<file path="src/rtl/program_loader.sv">
// ---------------------------------------------------------------------------
// program_loader
//
// Writer side of the MiniAlu instruction path. A host pushes a program as a
// byte stream:
//     LEN_HI, LEN_LO (word count N, big-endian),
//     N x 4 instruction bytes (most significant byte first),
//     one checksum byte (XOR of every preceding byte of the stream).
// Every four instruction bytes are assembled into a 28-bit word and written
// to the instruction RAM at consecutive addresses starting at 0. The CPU is
// held in reset until a complete program whose checksum matches is loaded.
//
// Ports
//   Clock          single clock, rising edge
//   Reset          synchronous, active-high; aborts any load, back to IDLE
//   iStart         load request, honoured only in IDLE / DONE / ERROR
//   iByteValid     iByte holds a valid byte
//   iByte[7:0]     stream byte
//   oByteReady     loader accepts a byte this cycle (decoded from state)
//   oWriteEnable   one-cycle instruction memory write strobe
//   oWriteAddress  word address of the write
//   oInstruction   instruction word to write
//   oCpuReset      CPU reset, high while no verified program is present
//   oDone          level, last load succeeded
//   oError         level, last load failed (bad length or bad checksum)
// ---------------------------------------------------------------------------
module program_loader #(
    parameter int MAX_WORDS = 256
) (
    input  logic        Clock,
    input  logic        Reset,
    input  logic        iStart,
    input  logic        iByteValid,
    input  logic [7:0]  iByte,
    output logic        oByteReady,
    output logic        oWriteEnable,
    output logic [15:0] oWriteAddress,
    output logic [27:0] oInstruction,
    output logic        oCpuReset,
    output logic        oDone,
    output logic        oError
);

    localparam logic [15:0] MAX_LEN = 16'(MAX_WORDS);

    typedef enum logic [2:0] {
        IDLE   = 3'd0,
        LEN_HI = 3'd1,
        LEN_LO = 3'd2,
        BYTE   = 3'd3,
        WRITE  = 3'd4,
        CHECK  = 3'd5,
        DONE   = 3'd6,
        ERROR  = 3'd7
    } state_t;

    state_t      state_reg;
    state_t      state_next;

    logic [15:0] len_reg;        // program length N in words
    logic [15:0] count_reg;      // words written so far
    logic [15:0] addr_reg;       // address of the next write
    logic [1:0]  idx_reg;        // byte index within the current word
    logic [7:0]  csum_reg;       // running XOR of the stream
    logic        cpu_reset_reg;
    logic        done_reg;
    logic        error_reg;

    // Assembly register split into byte lanes. lane_reg[0] holds bits [7:0],
    // lane_reg[2] bits [23:16]; top_reg holds the low nibble of byte0.
    logic [7:0]  lane_reg [0:2];
    logic [3:0]  top_reg;

    logic        byte_fire;      // a byte transfers on this edge
    logic        start_ok;       // iStart honoured in this state
    logic [15:0] length_full;    // N as seen while the low byte arrives
    logic        last_word;      // the write in progress is word N-1

    // oByteReady comes from state_reg only, so byte_fire has no loop
    // through the ready output.
    assign byte_fire   = iByteValid & oByteReady;
    assign start_ok    = iStart & ((state_reg == IDLE) || (state_reg == DONE) ||
                                   (state_reg == ERROR));
    assign length_full = {len_reg[15:8], iByte};
    assign last_word   = ((count_reg + 16'd1) == len_reg);

    // -----------------------------------------------------------------------
    // State register
    // -----------------------------------------------------------------------
    always_ff @(posedge Clock) begin
        if (Reset) begin
            state_reg <= IDLE;
        end else begin
            state_reg <= state_next;
        end
    end

    // -----------------------------------------------------------------------
    // Next-state logic
    // -----------------------------------------------------------------------
    always_comb begin
        state_next = state_reg;
        case (state_reg)
            IDLE, DONE, ERROR: begin
                if (start_ok) begin
                    state_next = LEN_HI;
                end
            end
            LEN_HI: begin
                if (byte_fire) begin
                    state_next = LEN_LO;
                end
            end
            LEN_LO: begin
                if (byte_fire) begin
                    if (length_full == 16'd0) begin
                        state_next = CHECK;
                    end else if (length_full > MAX_LEN) begin
                        state_next = ERROR;
                    end else begin
                        state_next = BYTE;
                    end
                end
            end
            BYTE: begin
                if (byte_fire && (idx_reg == 2'd3)) begin
                    state_next = WRITE;
                end
            end
            WRITE: begin
                state_next = last_word ? CHECK : BYTE;
            end
            CHECK: begin
                if (byte_fire) begin
                    state_next = (iByte == csum_reg) ? DONE : ERROR;
                end
            end
            default: state_next = IDLE;
        endcase
    end

    // -----------------------------------------------------------------------
    // Output logic: decoded from state or taken straight from registers
    // -----------------------------------------------------------------------
    always_comb begin
        oByteReady    = 1'b0;
        oWriteEnable  = 1'b0;
        oWriteAddress = addr_reg;
        oInstruction  = {top_reg, lane_reg[2], lane_reg[1], lane_reg[0]};
        oCpuReset     = cpu_reset_reg;
        oDone         = done_reg;
        oError        = error_reg;
        case (state_reg)
            LEN_HI, LEN_LO, BYTE, CHECK: oByteReady = 1'b1;
            // A reset arriving during the write cycle must not let the
            // strobe reach the RAM, so it is masked here as well.
            WRITE:                       oWriteEnable = ~Reset;
            default: ;
        endcase
    end

    // -----------------------------------------------------------------------
    // Control and datapath registers
    // -----------------------------------------------------------------------
    always_ff @(posedge Clock) begin
        if (Reset) begin
            len_reg       <= 16'd0;
            count_reg     <= 16'd0;
            addr_reg      <= 16'd0;
            idx_reg       <= 2'd0;
            csum_reg      <= 8'd0;
            cpu_reset_reg <= 1'b1;
            done_reg      <= 1'b0;
            error_reg     <= 1'b0;
        end else begin
            case (state_reg)
                IDLE, DONE, ERROR: begin
                    if (start_ok) begin
                        count_reg     <= 16'd0;
                        addr_reg      <= 16'd0;
                        idx_reg       <= 2'd0;
                        csum_reg      <= 8'd0;
                        cpu_reset_reg <= 1'b1;
                        done_reg      <= 1'b0;
                        error_reg     <= 1'b0;
                    end
                end
                LEN_HI: begin
                    if (byte_fire) begin
                        len_reg[15:8] <= iByte;
                        csum_reg      <= csum_reg ^ iByte;
                    end
                end
                LEN_LO: begin
                    if (byte_fire) begin
                        len_reg[7:0] <= iByte;
                        csum_reg     <= csum_reg ^ iByte;
                        idx_reg      <= 2'd0;
                        if (length_full > MAX_LEN) begin
                            error_reg <= 1'b1;
                        end
                    end
                end
                BYTE: begin
                    if (byte_fire) begin
                        // byte0 bits [7:4] are dropped from the word but
                        // still count towards the checksum.
                        csum_reg <= csum_reg ^ iByte;
                        idx_reg  <= idx_reg + 2'd1;
                    end
                end
                WRITE: begin
                    addr_reg  <= addr_reg + 16'd1;
                    count_reg <= count_reg + 16'd1;
                end
                CHECK: begin
                    if (byte_fire) begin
                        if (iByte == csum_reg) begin
                            done_reg      <= 1'b1;
                            cpu_reset_reg <= 1'b0;
                        end else begin
                            error_reg     <= 1'b1;
                        end
                    end
                end
                default: ;
            endcase
        end
    end

    // -----------------------------------------------------------------------
    // Assembly lanes: byte index k lands in lane 3-k (big-endian word).
    // -----------------------------------------------------------------------
    generate
        for (genvar gi = 0; gi < 3; gi++) begin : g_lane
            localparam logic [1:0] LANE_IDX = 2'(3 - gi);
            always_ff @(posedge Clock) begin
                if (Reset) begin
                    lane_reg[gi] <= 8'd0;
                end else if ((state_reg == BYTE) && byte_fire &&
                             (idx_reg == LANE_IDX)) begin
                    lane_reg[gi] <= iByte;
                end
            end
        end
    endgenerate

    always_ff @(posedge Clock) begin
        if (Reset) begin
            top_reg <= 4'd0;
        end else if ((state_reg == BYTE) && byte_fire && (idx_reg == 2'd0)) begin
            top_reg <= iByte[3:0];
        end
    end

endmodule
</file>
<file path="config.mk">
export PLATFORM = sky130hd
export DESIGN_NAME = program_loader
export DESIGN_NICKNAME = d
export VERILOG_FILES = /design/src/rtl/program_loader.sv
export SDC_FILE = /design/constraint.sdc
export NUM_CORES = 1
export LEC_CHECK = 0
export BUFFER_PORTS_ARGS = -buffer_cell sky130_fd_sc_hd__buf_2
export CAP_MARGIN = 20
export CORE_MARGIN = 2
export CORE_UTILIZATION = 40
export CTS_BUF_LIST = sky130_fd_sc_hd__clkbuf_8
export CTS_CLUSTER_SIZE = 28
export DETAILED_ROUTE_END_ITERATION = 6
export GPL_ROUTABILITY_DRIVEN = 0
export HOLD_SLACK_MARGIN = 0.12
export SETUP_SLACK_MARGIN = 0.02
export SYNTH_ARGS = -nofsm -noshare
export SYNTH_HDL_FRONTEND = slang
export SYNTH_SLANG_ARGS = --single-unit
</file>
<file path="constraint.sdc">
create_clock -name Clock -period 3.1 [get_ports Clock]
set_clock_uncertainty 0.2 [all_clocks]
set_input_delay 0.62 -clock Clock [delete_from_list [all_inputs] [get_ports Clock]]
set_output_delay 0.62 -clock Clock [all_outputs]
set_load 0.01 [all_outputs]
</file>
==> run_results.csv <==
group,metric,value,unit
placed_design,dp_hpwl,8380,um
logic_synthesis,async_flop_share,0,%
layout,diodes,0,
timing,hold_violations,0,
setup_path,crit_required,3.21,ns
logic_synthesis,synthCells,551,
setup_path,reg2reg_depth,7,
flow_run,maxCapViolCount,0,
logic_synthesis,netlist_area,0.00481,mm^2
floorplanning,std_cell_rows,40,
route,wl_per_cell,15.8,um
pwr,pwr-share-seq,47.5,%
setup_path,start_kind,"flop",
placed_design,io_buffer_count,60,
pwr,swShare,35.4,%
floorplanning,floorplan.initialDensity,40.5,%
route,num_vias,4212,
route,totalWireLength,11800,um
logic_synthesis,synth-seq-area-share,43.3,%
setup_path,timing.rr.end,"state_reg[2]",
setup_path,critical_path_depth,7,
clocking,clk_latency,0.38,ns
logic_synthesis,synth_edf_count,24,
route,first_pass_iters,5,
hold_path,hp-class,"flop to flop",
timing,period_share,82.9,%
status,status,"complete, no violations",
route,final_antenna_net_count,0,
layout,nFillCells,1180,
timing,tightest_slew,0.691,ns
setup_path,timing.rr.start,"count_reg[0]",
layout,largest_register_ffs,24,
logic_synthesis,synth_flop_cell,"dfxtp_1",
setup_path,cp.arrival,2.67,ns
layout,drive_above_1_share,17.1,%
pwr,finalPower,2930,uW
clocking,clk_pin_slew_worst_paths,0.10,ns
setup_path,worstSetupEndpointType,"flop",
floorplanning,core,0.0119,mm^2
hold_path,worst_hold_startpoint,"top_reg[0]",
timing,max-slew-margin-rel,53.7,%
layout,multi_input_area,0.00250,mm^2
timing,finalCriticalPeriod,2.57,ns
floorplanning,dieHeight,114,um
clocking,cts_hold_buffers,0,
setup_path,r2r_slack,0.53,ns
global_routing,grtUsageTotal,18.5,%
timing,drv_slew,0,
setup_path,critical_path.max_stage_delay,0.49,ns
global_routing,overflow,0,
logic_synthesis,synth_top_area_share,28.3,%
timing,hold_slack,0.257,ns
clocking,htree_num_levels,3,
route,drt_iter0_markers,330,
setup_path,worst-setup-path-type,"flop to flop",
logic_synthesis,synthTopCellsByCount,"68 x dfxtp_1, 61 x nor2_1, 58 x nand2_1",
setup_path,crit_family,"compound AO/OA/AOI/OAI gates",
logic_synthesis,yosysMostFrequentCell,"dfxtp_1",
floorplanning,dieArea,0.0129,mm^2
placed_design,dp.cells,732,
layout,instances_no_fill,748,
route,route.detailed.drc,0,
global_routing,grt_pass1_wl,19100,um
global_routing,grt_pass1_vias,3811,
pwr,power_switching,1040,uW
layout,nets,614,
setup_path,critPathCapture,"state_reg[2]",
timing,max_freq,0.389,GHz
hold_path,hold_depth,2,
clocking,clockBufferDepth,2,
timing,rsz0062_at_grt,"no",
pwr,p_leak,0.00204,uW
logic_synthesis,synth.avg_cell_area,8.73,um^2
clocking,cts.sinks,92,
route,avgViaCountPerCell,5.63,
timing,fin_setup_tns,0,ns
clocking,cts_setup_buffers,0,
pwr,p_int,1900,uW
timing,setup_violations,0,
pwr,p_per_area,548,mW/mm^2
logic_synthesis,yosys-top-cells-area,"dfxtp_1 28%, edfxtp_1 15%, a21oi_1 5.5%, nor2_1 4.8%, nand2_1 4.5%",
logic_synthesis,synth_fp_nets,569,
floorplanning,ios,61,
setup_path,path_buf_inv,0,
logic_synthesis,ys.warnings.count,0,
pwr,ir_drop,0.000212,V
clocking,cts_made_buffers,9,
clocking,clock-root-buffer,"clkbuf_8",
setup_path,path_cells,"ha_1 -> nand4b_1 -> a2111oi_4 -> o211ai_1 -> nor4_1 -> nand4_1 -> a211oi_2",
clocking,ctsResizeCount,0,
global_routing,grt_max_degree,32,
pwr,pwr-share-clk,26.5,%
logic_synthesis,synth_top_area_cell,"dfxtp_1",
layout,syn2layout_area_growth,11.3,%
logic_synthesis,ys_ff_latch,92,
clocking,tritoncts,"built",
setup_path,cp_slowest_cell,"dfxtp_1",
setup_path,path_max_fanout,7,
layout,regArea,0.00208,mm^2
global_routing,antenna_found_initial,0,
logic_synthesis,yosysUniqueCellTypes,64,
floorplanning,fp.dieW,114,um
setup_path,crit_start,"count_reg[0]",
pwr,pwr-share-comb,26.0,%
## worst register-to-register path, stage by stage (launching register included)
cell	delay (ns)
dfxtp_1	0.49
ha_1	0.29
nand4b_1	0.18
a2111oi_4	0.42
o211ai_1	0.15
nor4_1	0.35
nand4_1	0.18
a211oi_2	0.24
## per-layer routing
metal	share of wire, %	track usage (%)
met5	0	0
met4	1.2	5.12
met3	6.1	4.36
met2	47	31.5
met1	45	23.7
## cells by family after synthesis
logic type      count (synthesis)  synth area share, %
compound gates                123                 15.8
xor+xnor                       30                 5.62
flops                          92                 43.3
mux                            13                 2.78
buf+inv                        45                 4.79
fa+ha+maj                       6                 1.56
simple gates                  242                 26.2
## placed cells by master (no fill, tap or decap), drive strengths merged, types with 3 or more instances in the layout
cell type and n:
clkinv 3, mux2i 10, a31oi 5, nand3 21
a21oi 53, and2 3, buf 69, nand3b 9
mux2 3, o211ai 6, nor4 9, and3 29
nor2 62, a311oi 5, xor2 6, ha 6
or3 5, clkbuf 9, o21ai 30, a21o 3
inv 13, nor3 15, or4 7, o21a 3
edfxtp 24, nand4 9, xnor2 24, nand2b 3
dfxtp 68, nand2 58
## area by class of cell
type / instances / share of cell area [%]
Clock inverter: 7 / 1.10
Timing Repair Buffer: 69 / 6.87
Sequential cell: 92 / 38.9
Inverter: 10 / 0.701
Clock buffer: 9 / 2.31
Multi-Input combinational cell: 414 / 46.7
Tap cell: 147 / 3.44
## how the worst min path moves through the flow
stage | to | slack, ns
global route | top_reg[1] | 0.28
global placement | top_reg[2] | 0.24
CTS | top_reg[0] | 0.26
detailed placement | top_reg[0] | 0.24
finish | top_reg[0] | 0.26
floorplan | len_reg[1] | 0.25
## stage by stage
step / setup WS (ns) / util [%] / cell area [um^2]
after floorplan: 0.704 / - / 4810
after global placement: 0.592 / 43.6 / 5170
after detailed placement: 0.562 / 43.6 / 5170
after CTS: 0.551 / 45.1 / 5350
after global routing: 0.367 / 45.1 / 5350
final: 0.531 / 45.1 / 5350
## power by group through the flow
stage,Combinational (uW),Clock (uW),Sequential [uW]
global route,847,851,1410
detailed placement,757,0,1420
global placement,746,0,1420
floorplan,575,0,1390
finish,762,778,1390
CTS,762,800,1390
Note: power is estimated with default switching activity, not from simulation.
